==> config.mk <==
export PLATFORM = sky130hd
export DESIGN_NAME = line_draw_sequencer
export DESIGN_NICKNAME = d
export VERILOG_FILES = /design/src/rtl/line_draw_sequencer.sv
export SDC_FILE = /design/constraint.sdc
export NUM_CORES = 1
export LEC_CHECK = 0
export CORE_MARGIN = 5
export CORE_UTILIZATION = 55
export DETAILED_ROUTE_END_ITERATION = 16
export GPL_TIMING_DRIVEN = 0
export PLACE_DENSITY = 0.87
export RECOVER_POWER = 100
export SLEW_MARGIN = 25
export SYNTH_ARGS = -nofsm -noshare
export SYNTH_HDL_FRONTEND = slang
export SYNTH_SLANG_ARGS = --single-unit
==> constraint.sdc <==
create_clock -name clk_in -period 6.67 [get_ports clk_in]
set_input_delay 1.334 -clock clk_in [delete_from_list [all_inputs] [get_ports clk_in]]
set_output_delay 1.334 -clock clk_in [all_outputs]
set_load 0.03 [all_outputs]
==> src/rtl/line_draw_sequencer.sv <==
// line_draw_sequencer: per-frame scheduler for the overlay line datapath.
// A frame strobe captures the origin and the N_SEGMENTS offset vectors. Each
// clamped endpoint is then computed in turn, and one origin->endpoint segment
// is handed to line_gen at a time. The next segment is issued only after the
// engine reports that the current one is done.
// Optional build macro: SKIP_ZERO_SEG_EN. When it is defined, segments whose
// clamped endpoint equals the origin are skipped without raising valid.
module line_draw_sequencer #(
    parameter int N_SEGMENTS = 3,
    parameter int H_MAX      = 1280,
    parameter int V_MAX      = 720,
    localparam int IDX_W     = (N_SEGMENTS > 1) ? $clog2(N_SEGMENTS) : 1
) (
    input  logic                     clk_in,
    input  logic                     rst_n_in,
    input  logic                     frame_start_in,
    input  logic [N_SEGMENTS*16-1:0] x_vec_in,
    input  logic [N_SEGMENTS*16-1:0] y_vec_in,
    input  logic [10:0]              x_origin_in,
    input  logic [9:0]               y_origin_in,
    output logic                     seg_valid_out,
    input  logic                     seg_ready_in,
    input  logic                     seg_done_in,
    output logic [10:0]              x0_out,
    output logic [9:0]               y0_out,
    output logic [10:0]              x1_out,
    output logic [9:0]               y1_out,
    output logic [IDX_W-1:0]         seg_idx_out,
    output logic                     busy_out,
    output logic                     frame_done_out,
    output logic                     frame_drop_out
);

    typedef enum logic [2:0] {
        IDLE,
        LOAD,
        ISSUE,
        WAIT,
        NEXT,
        DONE
    } state_t;

    localparam logic [IDX_W-1:0] LAST_IDX = IDX_W'(N_SEGMENTS - 1);

    state_t                  state, state_nxt;
    logic [N_SEGMENTS*16-1:0] x_snap, y_snap;
    logic [10:0]             x0_q, x1_q;
    logic [9:0]              y0_q, y1_q;
    logic [IDX_W-1:0]        seg_idx_q;
    logic                    drop_q;
    logic [15:0]             off_x, off_y;
    logic [10:0]             x1_calc;
    logic [9:0]              y1_calc;
    logic                    is_last;

    // The origin is widened to 17 bits and the signed offset is added with no
    // wrap. Negative results pin to 0 and results past the edge pin to the
    // last pixel.
    function automatic logic [10:0] clamp_x(input logic [10:0] org, input logic [15:0] off);
        logic [16:0] sum;
        sum = {6'd0, org} + {off[15], off};
        if (sum[16])
            clamp_x = '0;
        else if (sum >= 17'(H_MAX))
            clamp_x = 11'(H_MAX - 1);
        else
            clamp_x = sum[10:0];
    endfunction

    function automatic logic [9:0] clamp_y(input logic [9:0] org, input logic [15:0] off);
        logic [16:0] sum;
        sum = {7'd0, org} + {off[15], off};
        if (sum[16])
            clamp_y = '0;
        else if (sum >= 17'(V_MAX))
            clamp_y = 10'(V_MAX - 1);
        else
            clamp_y = sum[9:0];
    endfunction

    // Select the captured offsets of the current segment and clamp its endpoint.
    always_comb begin
        off_x = '0;
        off_y = '0;
        for (int i = 0; i < N_SEGMENTS; i++) begin
            if (seg_idx_q == IDX_W'(i)) begin
                off_x = x_snap[i*16 +: 16];
                off_y = y_snap[i*16 +: 16];
            end
        end
        x1_calc = clamp_x(x0_q, off_x);
        y1_calc = clamp_y(y0_q, off_y);
        is_last = (seg_idx_q == LAST_IDX);
    end

    // State register. Reset abandons any segment that is in flight.
    always_ff @(posedge clk_in or negedge rst_n_in) begin
        if (!rst_n_in)
            state <= IDLE;
        else
            state <= state_nxt;
    end

    // Next-state logic. A done that arrives in ISSUE is not taken, because only
    // WAIT listens for it.
    always_comb begin
        state_nxt = state;
        case (state)
            IDLE:  if (frame_start_in) state_nxt = LOAD;
`ifdef SKIP_ZERO_SEG_EN
            LOAD:  begin
                if (x1_calc == x0_q && y1_calc == y0_q)
                    state_nxt = is_last ? DONE : NEXT;
                else
                    state_nxt = ISSUE;
            end
`else
            LOAD:  state_nxt = ISSUE;
`endif
            ISSUE: if (seg_ready_in) state_nxt = WAIT;
            WAIT:  if (seg_done_in) state_nxt = is_last ? DONE : NEXT;
            NEXT:  state_nxt = LOAD;
            DONE:  state_nxt = IDLE;
            default: state_nxt = IDLE;
        endcase
    end

    // Datapath: capture the inputs on an accepted strobe, register the endpoint
    // in LOAD, step the index in NEXT, and flag strobes that arrive while busy.
    always_ff @(posedge clk_in or negedge rst_n_in) begin
        if (!rst_n_in) begin
            x_snap    <= '0;
            y_snap    <= '0;
            x0_q      <= '0;
            y0_q      <= '0;
            x1_q      <= '0;
            y1_q      <= '0;
            seg_idx_q <= '0;
            drop_q    <= 1'b0;
        end else begin
            drop_q <= frame_start_in && (state != IDLE);
            case (state)
                IDLE: begin
                    if (frame_start_in) begin
                        x_snap    <= x_vec_in;
                        y_snap    <= y_vec_in;
                        x0_q      <= x_origin_in;
                        y0_q      <= y_origin_in;
                        seg_idx_q <= '0;
                    end
                end
                LOAD: begin
                    x1_q <= x1_calc;
                    y1_q <= y1_calc;
                end
                NEXT: seg_idx_q <= seg_idx_q + IDX_W'(1);
                default: ;
            endcase
        end
    end

    assign seg_valid_out  = (state == ISSUE);
    assign busy_out       = (state != IDLE);
    assign frame_done_out = (state == DONE);
    assign frame_drop_out = drop_q;
    assign x0_out         = x0_q;
    assign y0_out         = y0_q;
    assign x1_out         = x1_q;
    assign y1_out         = y1_q;
    assign seg_idx_out    = seg_idx_q;

endmodule

==> impl_metrics.json <==
{
  "status": "complete, but fails checks",
  "violations": "max-capacitance violations, max-slew violations",
  "whs_ps": 475,
  "netlist.area_leader.share_pct": 47.1,
  "post_cts_buffers": 0,
  "die_x_um": 128,
  "ys_top_cells_by_area": "dfrtp_1, mux2_2, ha_1",
  "cts_sinks": 144,
  "grt_overflow": 0,
  "hold_depth": 2,
  "final.min_clock_period_ps": 5540,
  "ir_worst_vdd_mv": 0.291,
  "yosys.area.top_type": "dfrtp_1",
  "reg2regPathDepth": 17,
  "num_io_pins": 170,
  "via_per_inst": 5.96,
  "routabilityCongestion": 0.887,
  "dieArea_mm2": 0.0164,
  "clkTransAtPathRegs_ps": 60,
  "yosys_warnings": 0,
  "core_mm2": 0.0138,
  "setup_viol": 0,
  "area_delta_synth_final_pct": 33.2,
  "fmax_mhz": 180,
  "clkLatencyLatePin_ps": 420,
  "cts_tree": "done",
  "yosysSeqAreaShare_pct": 47.1,
  "vias": 6393,
  "fin_nets": 1028,
  "routed_wl_mm": 21.1,
  "insertedDiodeCount": 0,
  "worst_pin_slew_ps": 3030,
  "arrival_ps": 5850,
  "hold_viol": 0,
  "drt_iter0_drc": 513,
  "synth_area_mm2": 0.00764,
  "startpoint": "seg_idx_out[0]",
  "path_max_fanout": 10,
  "grt_pass1_wl_mm": 33.5,
  "antenna_left": 0,
  "required_ps": 6980,
  "drv_cap": 1,
  "syn-num-nets": 839,
  "synth-edff-count": 0,
  "worst_r2r_startpoint": "seg_idx_out[0]",
  "ys_seq_elements": 144,
  "drive_gt1_share_pct": 18.2,
  "cts-root-buf": "clkbuf_16",
  "firstDrtPassIters": 5,
  "leakagePower_nw": 4.26,
  "port_buffers": 169,
  "grt_max_degree": 88,
  "rows": 43,
  "min_path_type": "flop to flop",
  "powerDensity_mw_per_mm2": 640,
  "ff2ff_setup_slack_ps": 1130,
  "stdcell_area_mm2": 0.0102,
  "synth_cells": 691,
  "finClkSkew_ps": 6.64,
  "endpoint_kind": "flop",
  "grt_pass1_vias": 6483,
  "die_y_um": 128,
  "place_area_mm2": 0.00959,
  "slew_headroom_pct": -102,
  "start_kind": "flop",
  "hp-start": "y1_out[5]",
  "post-route-drc-count": 0,
  "synth_top_flop_cell": "dfrtp_1",
  "synthArstFlopShare_pct": 100,
  "syn_area_per_cell_um2": 11.1,
  "cts_resized": 0,
  "timing.rr.end": "y1_out[4]",
  "cts_buffer_depth": 2,
  "cts_buffers": 17,
  "drv_slew": 59,
  "postCtsHoldBufs": 0,
  "drt-wirelength-per-cell_um": 19.7,
  "rsz0062_at_grt": "false",
  "critPathKind": "flop to flop",
  "grt_usage_pct": 26.1,
  "synth.distinct_cells": 69,
  "antenna_found_initial": 0,
  "htree_levels": 4,
  "worstHoldEndpoint": "y1_out[5]",
  "initial_core_util_pct": 55.5,
  "final_min_period_over_clock_period_pct": 83.1,
  "dp_hpwl_mm": 15.4
}
report_power, final:
group / internal, W / switching [W] / total (W) / leakage [nW]
sequential: 0.00132 / 0.000291 / 0.00161 / 1.73
combinational: 0.00164 / 0.00221 / 0.00386 / 2.22
clock: 0.000673 / 0.000377 / 0.00105 / 0.313
total: 0.00363 / 0.00288 / 0.00651 / 4.26
area by class of cell:
cell class | count | area, um^2
Timing Repair Buffer | 170 | 1700
Multi-Input combinational cell | 487 | 3750
Sequential cell | 144 | 3600
Inverter | 18 | 67.6
Fill cell | 989 | 3590
Clock buffer | 18 | 439
Clock inverter | 13 | 210
Tap cell | 180 | 225
Buffer | 42 | 186
Yosys cell counts (all sizes together), types with 13 or more instances:
cell    instances
nand3          13
ha             24
buf            27
nand2          55
a21oi          39
dfrtp         144
inv            18
a22oi          26
o21ai          41
mux2          116
nor2           31
clkbuf         15
layer usage:
layer  track usage (%)  part of all wire, %
met5                 0                    0
met3              4.88                  6.2
met4              9.61                  2.6
met1              34.2                   42
met2              43.6                   50
critical path: stages (launching register included):
cell      delay (ps)
dfrtp_1          440
inv_1            110
ha_1             270
clkbuf_1         430
clkbuf_1         490
clkbuf_1         510
nand2_1          100
o21ai_0          120
ha_1             230
inv_1             60
fa_1             400
nand2b_1         220
a211oi_1         380
o21ba_1          210
o21ai_0          230
o22ai_1          620
inv_1            210
o41ai_1          390
state kept, by name, indices dropped and copies added, names as in the netlist:
signal	cells
y1_out	10
seg_idx_out	2
y_snap	48
y0_out	10
x_snap	48
x1_out	11
x0_out	11
frame_drop_out	1
state	3
metrics by stage:
stage	setup TNS [ps]	std cells	setup slack (ps)	utilization [%]	power [W]
2_1_floorplan	0	691	2720	-	0.00437
3_3_place_gp	-207560	1040	-1450	69.4	0.00532
3_5_place_dp	0	1041	1880	69.6	0.00544
4_1_cts	0	1072	1880	74.4	0.00656
5_1_grt	0	1072	773	73.9	0.00696
6_report	0	1072	1130	73.9	0.00651
cells by family (layout without fill, tap and decap cells):
| kind of cell | after synthesis | after routing | synth area share [%] |
|---|---|---|---|
| adders and majority gates | 26 | 26 | 4.45 |
| AOI/OAI and AO/OA | 183 | 183 | 16.5 |
| buffers and inverters | 60 | 261 | 3.60 |
| and+or+nand+nor | 147 | 147 | 9.43 |
| DFF | 144 | 144 | 47.1 |
| xor gates and xnor gates | 14 | 14 | 1.60 |
| muxes | 117 | 117 | 17.3 |
placed cells by master, fill, tap and decap left out, types with 13 or more instances in the layout:
master,instances
o21ai_0,37
dfrtp_1,144
dlygate4sd3_1,50
mux2_2,115
a21oi_1,38
clkbuf_16,17
ha_1,24
nand3_1,13
nand2_1,55
clkdlybuf4s50_1,118
clkbuf_1,32
inv_1,18
nor2_1,31
a22oi_1,25
worst max-delay path by stage:
stage	end	cells after the start
after floorplan	y1_out[4]	18
after global placement	y0_out[6]	1
after detailed placement	y1_out[4]	17
after CTS	y1_out[4]	18
after global routing	y1_out[8]	17
final	y1_out[4]	17
Power figures use the tool's default switching activity.
